--- src/rtl/alu_sequencer.sv ---
// Command sequencer for an external combinational ALU: queues register-file
// commands in a small FIFO and executes them one at a time (MUL takes two writebacks).
module alu_sequencer #(
  parameter int unsigned FIFO_DEPTH = 4
) (
  input  logic              clk,
  input  logic              rst_n,
  input  logic              run,
  input  logic              cmd_valid,
  output logic              cmd_ready,
  input  logic [1:0]        cmd_op,
  input  logic              cmd_sig,
  input  logic [1:0]        cmd_src1,
  input  logic [1:0]        cmd_src2,
  input  logic [1:0]        cmd_dst,
  input  logic [15:0]       cmd_imm,
  output logic [1:0]        alu_sel1,
  output logic [1:0]        alu_sel2,
  output logic              alu_sig,
  output logic              alu_op,
  input  logic [15:0]       alu_out1,
  input  logic [15:0]       alu_out2,
  input  logic              alu_flag,
  output logic [3:0][15:0]  R,
  output logic              flag,
  output logic              busy,
  output logic              done
);

  localparam int unsigned AW = $clog2(FIFO_DEPTH);
  localparam logic [AW:0] PTR_ONE = 1;

  typedef enum logic [1:0] {
    OP_ADD   = 2'b00,
    OP_MUL   = 2'b01,
    OP_LOADI = 2'b10,
    OP_NOP   = 2'b11
  } op_e;

  typedef enum logic [1:0] {
    IDLE  = 2'b00,
    EXEC  = 2'b01,
    WB_HI = 2'b10
  } state_e;

  typedef struct packed {
    op_e         op;
    logic        sig;
    logic [1:0]  src1;
    logic [1:0]  src2;
    logic [1:0]  dst;
    logic [15:0] imm;
  } cmd_t;

  cmd_t        mem [FIFO_DEPTH];
  logic [AW:0] wr_ptr;
  logic [AW:0] rd_ptr;
  logic        fifo_empty;
  logic        fifo_full;
  logic        push;
  logic        pop;
  cmd_t        cmd_in;
  cmd_t        head;

  state_e      state;
  cmd_t        ir;
  logic [15:0] hi_hold;

  // Extra pointer MSB distinguishes full from empty when the index bits match.
  always_comb begin
    fifo_empty = (wr_ptr == rd_ptr);
    fifo_full  = (wr_ptr[AW] != rd_ptr[AW]) &&
                 (wr_ptr[AW-1:0] == rd_ptr[AW-1:0]);
    cmd_ready  = ~fifo_full;
    push       = cmd_valid && ~fifo_full;
    pop        = (state == IDLE) && run && ~fifo_empty;
    head       = mem[rd_ptr[AW-1:0]];
    cmd_in     = '{op: op_e'(cmd_op), sig: cmd_sig, src1: cmd_src1,
                   src2: cmd_src2, dst: cmd_dst, imm: cmd_imm};
  end

  always_ff @(posedge clk or negedge rst_n) begin
    if (!rst_n) begin
      wr_ptr <= '0;
    end else if (push) begin
      wr_ptr <= wr_ptr + PTR_ONE;
    end
  end

  always_ff @(posedge clk) begin
    if (push) begin
      mem[wr_ptr[AW-1:0]] <= cmd_in;
    end
  end

  // ALU controls are registered at pop so they are stable for the whole EXEC cycle.
  always_ff @(posedge clk or negedge rst_n) begin
    if (!rst_n) begin
      state    <= IDLE;
      rd_ptr   <= '0;
      ir       <= '0;
      hi_hold  <= '0;
      R        <= '0;
      flag     <= 1'b0;
      done     <= 1'b0;
      busy     <= 1'b0;
      alu_sel1 <= '0;
      alu_sel2 <= '0;
      alu_sig  <= 1'b0;
      alu_op   <= 1'b0;
    end else begin
      done <= 1'b0;
      case (state)
        IDLE: begin
          if (pop) begin
            ir       <= head;
            rd_ptr   <= rd_ptr + PTR_ONE;
            state    <= EXEC;
            busy     <= 1'b1;
            alu_sel1 <= head.src1;
            alu_sel2 <= head.src2;
            alu_sig  <= head.sig;
            alu_op   <= (head.op == OP_MUL);
          end
        end
        EXEC: begin
          alu_sel1 <= '0;
          alu_sel2 <= '0;
          alu_sig  <= 1'b0;
          alu_op   <= 1'b0;
          case (ir.op)
            OP_ADD: begin
              R[ir.dst] <= alu_out1;
              flag      <= alu_flag;
              done      <= 1'b1;
              busy      <= 1'b0;
              state     <= IDLE;
            end
            OP_MUL: begin
              // High half is latched now so a low write onto a source cannot disturb it.
              R[ir.dst] <= alu_out1;
              hi_hold   <= alu_out2;
              state     <= WB_HI;
            end
            OP_LOADI: begin
              R[ir.dst] <= ir.imm;
              done      <= 1'b1;
              busy      <= 1'b0;
              state     <= IDLE;
            end
            default: begin
              done  <= 1'b1;
              busy  <= 1'b0;
              state <= IDLE;
            end
          endcase
        end
        WB_HI: begin
          R[ir.dst + 2'd1] <= hi_hold;
          done             <= 1'b1;
          busy             <= 1'b0;
          state            <= IDLE;
        end
        default: begin
          state <= IDLE;
          busy  <= 1'b0;
        end
      endcase
    end
  end

endmodule

--- config.mk ---
export PLATFORM = sky130hd
export DESIGN_NAME = alu_sequencer
export DESIGN_NICKNAME = d
export VERILOG_FILES = /design/src/rtl/alu_sequencer.sv
export SDC_FILE = /design/constraint.sdc
export NUM_CORES = 1
export LEC_CHECK = 0
export ABC_CLOCK_PERIOD_IN_PS = 3100
export BUFFER_PORTS_ARGS = -buffer_cell sky130_fd_sc_hd__buf_2
export CAP_MARGIN = 5
export CORE_ASPECT_RATIO = 0.9
export CORE_MARGIN = 2
export CORE_UTILIZATION = 52
export CTS_CLUSTER_SIZE = 20
export DETAILED_ROUTE_END_ITERATION = 8
export PLACE_DENSITY = 0.72
export SYNTH_ARGS = -nofsm -noshare
export SYNTH_HDL_FRONTEND = slang
export SYNTH_SLANG_ARGS = --single-unit
--- constraint.sdc ---
create_clock -name clk -period 3.1 [get_ports clk]
set_input_delay 0.775 -clock clk [delete_from_list [all_inputs] [get_ports clk]]
set_output_delay 0.775 -clock clk [all_outputs]
set_load 0.03 [all_outputs]
* After elaboration in Yosys (flattened, before gate mapping)
Memory sizes are Yosys's and may differ from the RTL's.
Cells that the tools add are included.
W data, S select, Z words.
** Storage, ports and cells
- Register bits after elaboration :: 117
- Memory bits (writable) :: 100
- Bits of input ports :: 62
- Output and inout bits :: 74
- Word-level logic and storage cells :: 83
- Memories kept :: 1
** Cells by class
- $add $sub $neg :: 3
- Order comparisons :: 4
- Eq/ne operators :: 11
- Multiplexer cells :: 27
- Bitwise logic cells :: 2
- Reduce and logical (&&, ||, !) cells :: 17
** Memory list
- mem :: depth 4, width 25, read ports 1, clocked after Yosys merged registers in 0, wr ports 1, RTL line 55 : cmd_t mem [FIFO_DEPTH];
** Operator list (count)
- $pmux W64 S2 :: 2
- $bwmux W64 :: 3
- $demux W16 S2 :: 2
- $mux W16 :: 2
- $pmux W2 S2 :: 3
- $reduce_and A2 Y1 :: 6
- $mux W2 :: 4
- $pmux W1 S2 :: 4
- $mux W1 :: 7
- $add A3 B1 Y3 const B :: 2
- $eq A2 B1 Y1 const B :: 3
- $logic_and A1 B1 Y1 :: 6
- $lt A2 B3 Y1 const B :: 2
- $eq A2 B2 Y1 const B :: 2
- $ge A2 B1 Y1 const B :: 2
- $logic_not A2 Y1 :: 2
- $ne A2 B2 Y1 const B :: 2
- $reduce_bool A2 Y1 :: 2
- $eq A3 B3 Y1 :: 1
- $ne A3 B2 Y1 const B :: 1
- $add A2 B1 Y2 const B :: 1
- $eq A2 B2 Y1 :: 1
- $not A1 Y1 :: 2
- $reduce_or A2 Y1 :: 1
- $ne A1 B1 Y1 :: 1

* Logic depth before layout (Yosys ltp)
- Word-level depth :: 7
- Mapped depth :: 9
- Mapped depth without buffers :: 6

* Worst setup path before layout
Ideal clock, no wire load.
- Path type :: in2reg
- Start :: input cmd_valid
- End :: memory mem[3][0] (netlist name), enable pin
- Setup time :: 385 ps
- Arrival :: 1855 ps
- Required time :: 2715 ps
- Setup slack :: 859 ps
- Stages on the path :: 3
- Buffers on the path :: 0
- Cells stage by stage :: inv_1 -> a31oi_1 -> and2_1
** Between the ends
- Cells in the longest elaborated chain, start to end :: 3
** RTL lines
- start, declared :: RTL line 9 : input logic cmd_valid,
- $logic_and A1 B1 Y1 :: RTL line 75 : push = cmd_valid && ~fifo_full;
- $mux W1 :: RTL line 91 : if (push) begin
- $mux W1 (not written as such) :: RTL line 92 : mem[wr_ptr[AW-1:0]] <= cmd_in;
- end, declared :: RTL line 55
Every way passes these cells.

* Final worst setup path
- Start :: register state[0]
- End :: register R[30] (netlist name)
** Between the ends
- Cells in the longest elaborated chain, start to end :: 3
- Elaborated cells between the ends (all ways) :: 6
- Classes of those cells :: 3 x eq/ne; 1 x mux; 2 x reduce/logical
** RTL lines
- start, declared :: RTL line 65 : state_e state;
- start signal, assigned :: RTL line 99 : state <= IDLE;
- start signal, assigned :: RTL line 118 : state <= EXEC;
- start signal, assigned :: RTL line 137 : state <= IDLE;
- $eq A2 B1 Y1 or $eq A2 B2 Y1 (tied branches) :: RTL line 113 : case (state)
- $ne A3 B2 Y1 (no source line) or $reduce_bool A2 Y1 (tied branches)
- $reduce_and A2 Y1 (no source line)
- end signal, assigned by index :: RTL line 133 : R[ir.dst] <= alu_out1;
- end signal, assigned by index :: RTL line 141 : R[ir.dst] <= alu_out1;
- end signal, assigned by index :: RTL line 146 : R[ir.dst] <= ir.imm;
- end, declared :: RTL line 24 : output logic [3:0][15:0] R,
Several ways; a longest one is shown, not always the timed one.
A chain may end at the register's enable or synchronous reset.

==> impl_metrics.py <==
metrics = {
    "outcome": {
        "status": "completed",
    },
    "synthesis": {
        "synth_fp_nets": 726,
        "synthAdderAreaFrac": 0.01236,
        "synth-compound-area-share": 0.07309,
        "synth_area_mm2": 0.009107,
        "synth_top_family_by_area": "multiplexers",
        "synth_mux_area_frac": 0.1475,
        "synth-edff-count": 100,
        "yosys-top-cells-area": "edfxtp_1, dfrtp_1, nand2_1",
        "yosys.area_share.simple": 0.07954,
        "avgSynthCellArea_um2": 13.90,
        "synthFlopType": "dfrtp_1",
        "ys_seq_area_frac": 0.6512,
        "yosysTopAreaCell": "edfxtp_1",
        "postSynthCellCount": 655,
        "synthDistinctLibCells": 38,
        "yosysWarnings": 0,
        "synth_top_area_frac": 0.3297,
        "async_flop_share": 0.5392,
        "synth_xor_area_frac": 0.008655,
        "synth_seq_cells": 217,
    },
    "sta": {
        "period_minus_slack_ns": 2.571,
        "slew_headroom": 0.4934,
        "setup_viol": 0,
        "setup_tns_ns": 0,
        "timing.final.crit_share": 0.8292,
        "hold_violations": 0,
        "finClkSkew_ns": 0.01076,
        "tightest_slew_ns": 0.7577,
        "final_max_slew_viol_count": 0,
        "grt_setup_unrepaired": "false",
        "fmax_mhz": 389.0,
    },
    "grt": {
        "antenna_found_initial": 1,
        "grt_max_degree": 49,
        "grt_usage": 0.2135,
        "met1_usage": 0.2887,
        "met2_usage": 0.3549,
        "grt_use_met3": 0.04545,
        "grt_pass1_wl_um": 30420,
        "grt_pass1_vias": 5711,
        "grt_remaining_overflow": 0,
        "top_usage_layer": "met2",
    },
    "cells_and_area": {
        "final_common_cell": "nand2_1",
        "drive_gt1_frac": 0.3300,
        "nNetsFinal": 858,
        "area_growth_pct": 18.07,
        "layout_common_cells": "nand2_1, buf_2, dfrtp_1",
        "antennaDiodeCount": 0,
        "final_cell_area_mm2": 0.01075,
        "final_core_util": 0.6324,
    },
    "clocking": {
        "clock_sinks": 217,
        "cts_setup_buffers": 0,
        "root_buffer": "clkbuf_16",
        "ctsHoldBuffers": 0,
        "ctsResizeCount": 0,
        "cts_buffers": 23,
        "h-tree-depth": 1,
        "path_clk_slew_ns": 0.06,
        "clock_latency_ns": 0.51,
        "cts_buffer_depth": 3,
        "cts_tree": "yes",
    },
    "routing": {
        "wire_per_inst_um": 18.89,
        "drc": 0,
        "firstDrtPassIters": 5,
        "wl_um": 19610,
        "drtIter0Drc": 419,
        "vias": 5767,
        "drtAntennaViolNets": 0,
        "viasPerCell": 5.556,
    },
    "die": {
        "core_region_area_mm2": 0.01700,
        "io_pins": 136,
        "start_util": 0.5356,
        "dieArea_mm2": 0.01859,
        "rows": 45,
        "die_h_um": 129.6,
        "die_x_um": 143.5,
    },
    "placed_design": {
        "gp_congestion": 0.8518,
        "dpl_cell_area_mm2": 0.009990,
        "hpwl_um": 13710,
        "port_buffers": 135,
    },
    "critical_path": {
        "worstSetupStartpoint": "state[0]",
        "required_ns": 3.49,
        "worst_ep_arrival_time_ns": 2.96,
        "end_kind": "register",
        "critPathLaunchType": "register",
        "worstReg2RegEnd": "R[30]",
        "r2r-start": "state[0]",
        "crit_type": "reg2reg",
        "ff2ff_setup_slack_ns": 0.53,
        "path_max_fanout": 19,
        "reg2regPathDepth": 6,
    },
    "power_and_ir_drop": {
        "power.density_mw_per_mm2": 1109,
        "vdd_ir_drop_max_v": 0.0005983,
        "power.leakage_nw": 4.763,
    },
    "flow_run": {
        "cap_violations": 0,
    },
    "min_path": {
        "hold_class": "in2async",
    },
}
[sequential cells by signal (all words and copies together), names as in the netlist]
name and flops:
done 1, hi_hold 16, ir 20, alu_sig 1, busy 1, state 2
alu_sel2 2, mem 100, wr_ptr 3, R 64, flag 1, alu_sel1 2
rd_ptr 3, alu_op 1
[how the worst max path moves through the flow]
stage,end
floorplan,mem[3][0]
global placement,R[38]
detailed placement,R[30]
CTS,R[30]
global route,R[28]
finish,R[30]
[routing by layer]
metal,share of wire,wire length (um)
met5,0.00066,13
met4,0.024,464
met3,0.071,1393
met2,0.49,9597
met1,0.42,8137
[critical path, stage by stage (launching register included)]
cell and delay, ns:
dfrtp_1 0.39, inv_1 0.11, ha_1 0.59, xnor2_1 0.17, nor2_1 0.14, nand3_1 0.55, mux2_2 0.51
[logic make-up (layout without fill, tap and decap cells)]
family	after synthesis	in the layout
buf+inv	51	199
xor+xnor	9	9
simple gates	174	174
flops	217	217
mux	93	93
fa+ha+maj	9	9
compound gates	102	102
[power breakdown]
part	internal, mW	switching (mW)	total [mW]	leakage [nW]
Sequential	4.01	0.492	4.50	2.43
Clock	1.65	1.07	2.73	0.378
Combinational	1.76	2.93	4.69	1.95
Total	7.42	4.50	11.9	4.76
[synth_stat cells (2+ instances only)]
| library cell | number |
|---|---|
| clkbuf_1 | 16 |
| nand2b_1 | 5 |
| o211ai_1 | 6 |
| ha_1 | 9 |
| edfxtp_1 | 100 |
| mux2i_1 | 18 |
| xnor2_1 | 7 |
| mux2_2 | 40 |
| buf_6 | 4 |
| and2_1 | 4 |
| o22ai_1 | 48 |
| nand2_1 | 151 |
| or3_1 | 2 |
| buf_2 | 17 |
| o21ai_0 | 27 |
| xor2_1 | 2 |
| mux2_4 | 10 |
| buf_1 | 3 |
| nand3_1 | 4 |
| o22a_1 | 16 |
| a31oi_1 | 2 |
| mux4_2 | 25 |
| dfrtp_1 | 117 |
| inv_1 | 7 |
| buf_4 | 2 |
[stage by stage]
step / power, mW / cells / worst slack, ns / hold WS [ns]
6_report: 11.92 / 1038 / 0.5294 / 0.2924
5_1_grt: 12.60 / 1038 / 0.2801 / 0.3213
4_1_cts: 12.00 / 1038 / 0.5454 / 0.3076
3_5_place_dp: 9.242 / 997 / 0.5439 / 0.4640
3_3_place_gp: 9.076 / 997 / 0.6885 / 0.4573
2_1_floorplan: 8.007 / 655 / 0.8591 / 0.4450
[area by class of cell]
type | instances | area [um2]
tap | 235 | 294.0
inverter | 8 | 30.03
timing repair buffer | 150 | 803.3
sequential | 217 | 5931
clock inverter | 15 | 156.4
multi-input combinational | 387 | 2932
fill | 1310 | 6251
clock buffer | 26 | 606.8
No activity file was read; power rests on OpenSTA's default activity.
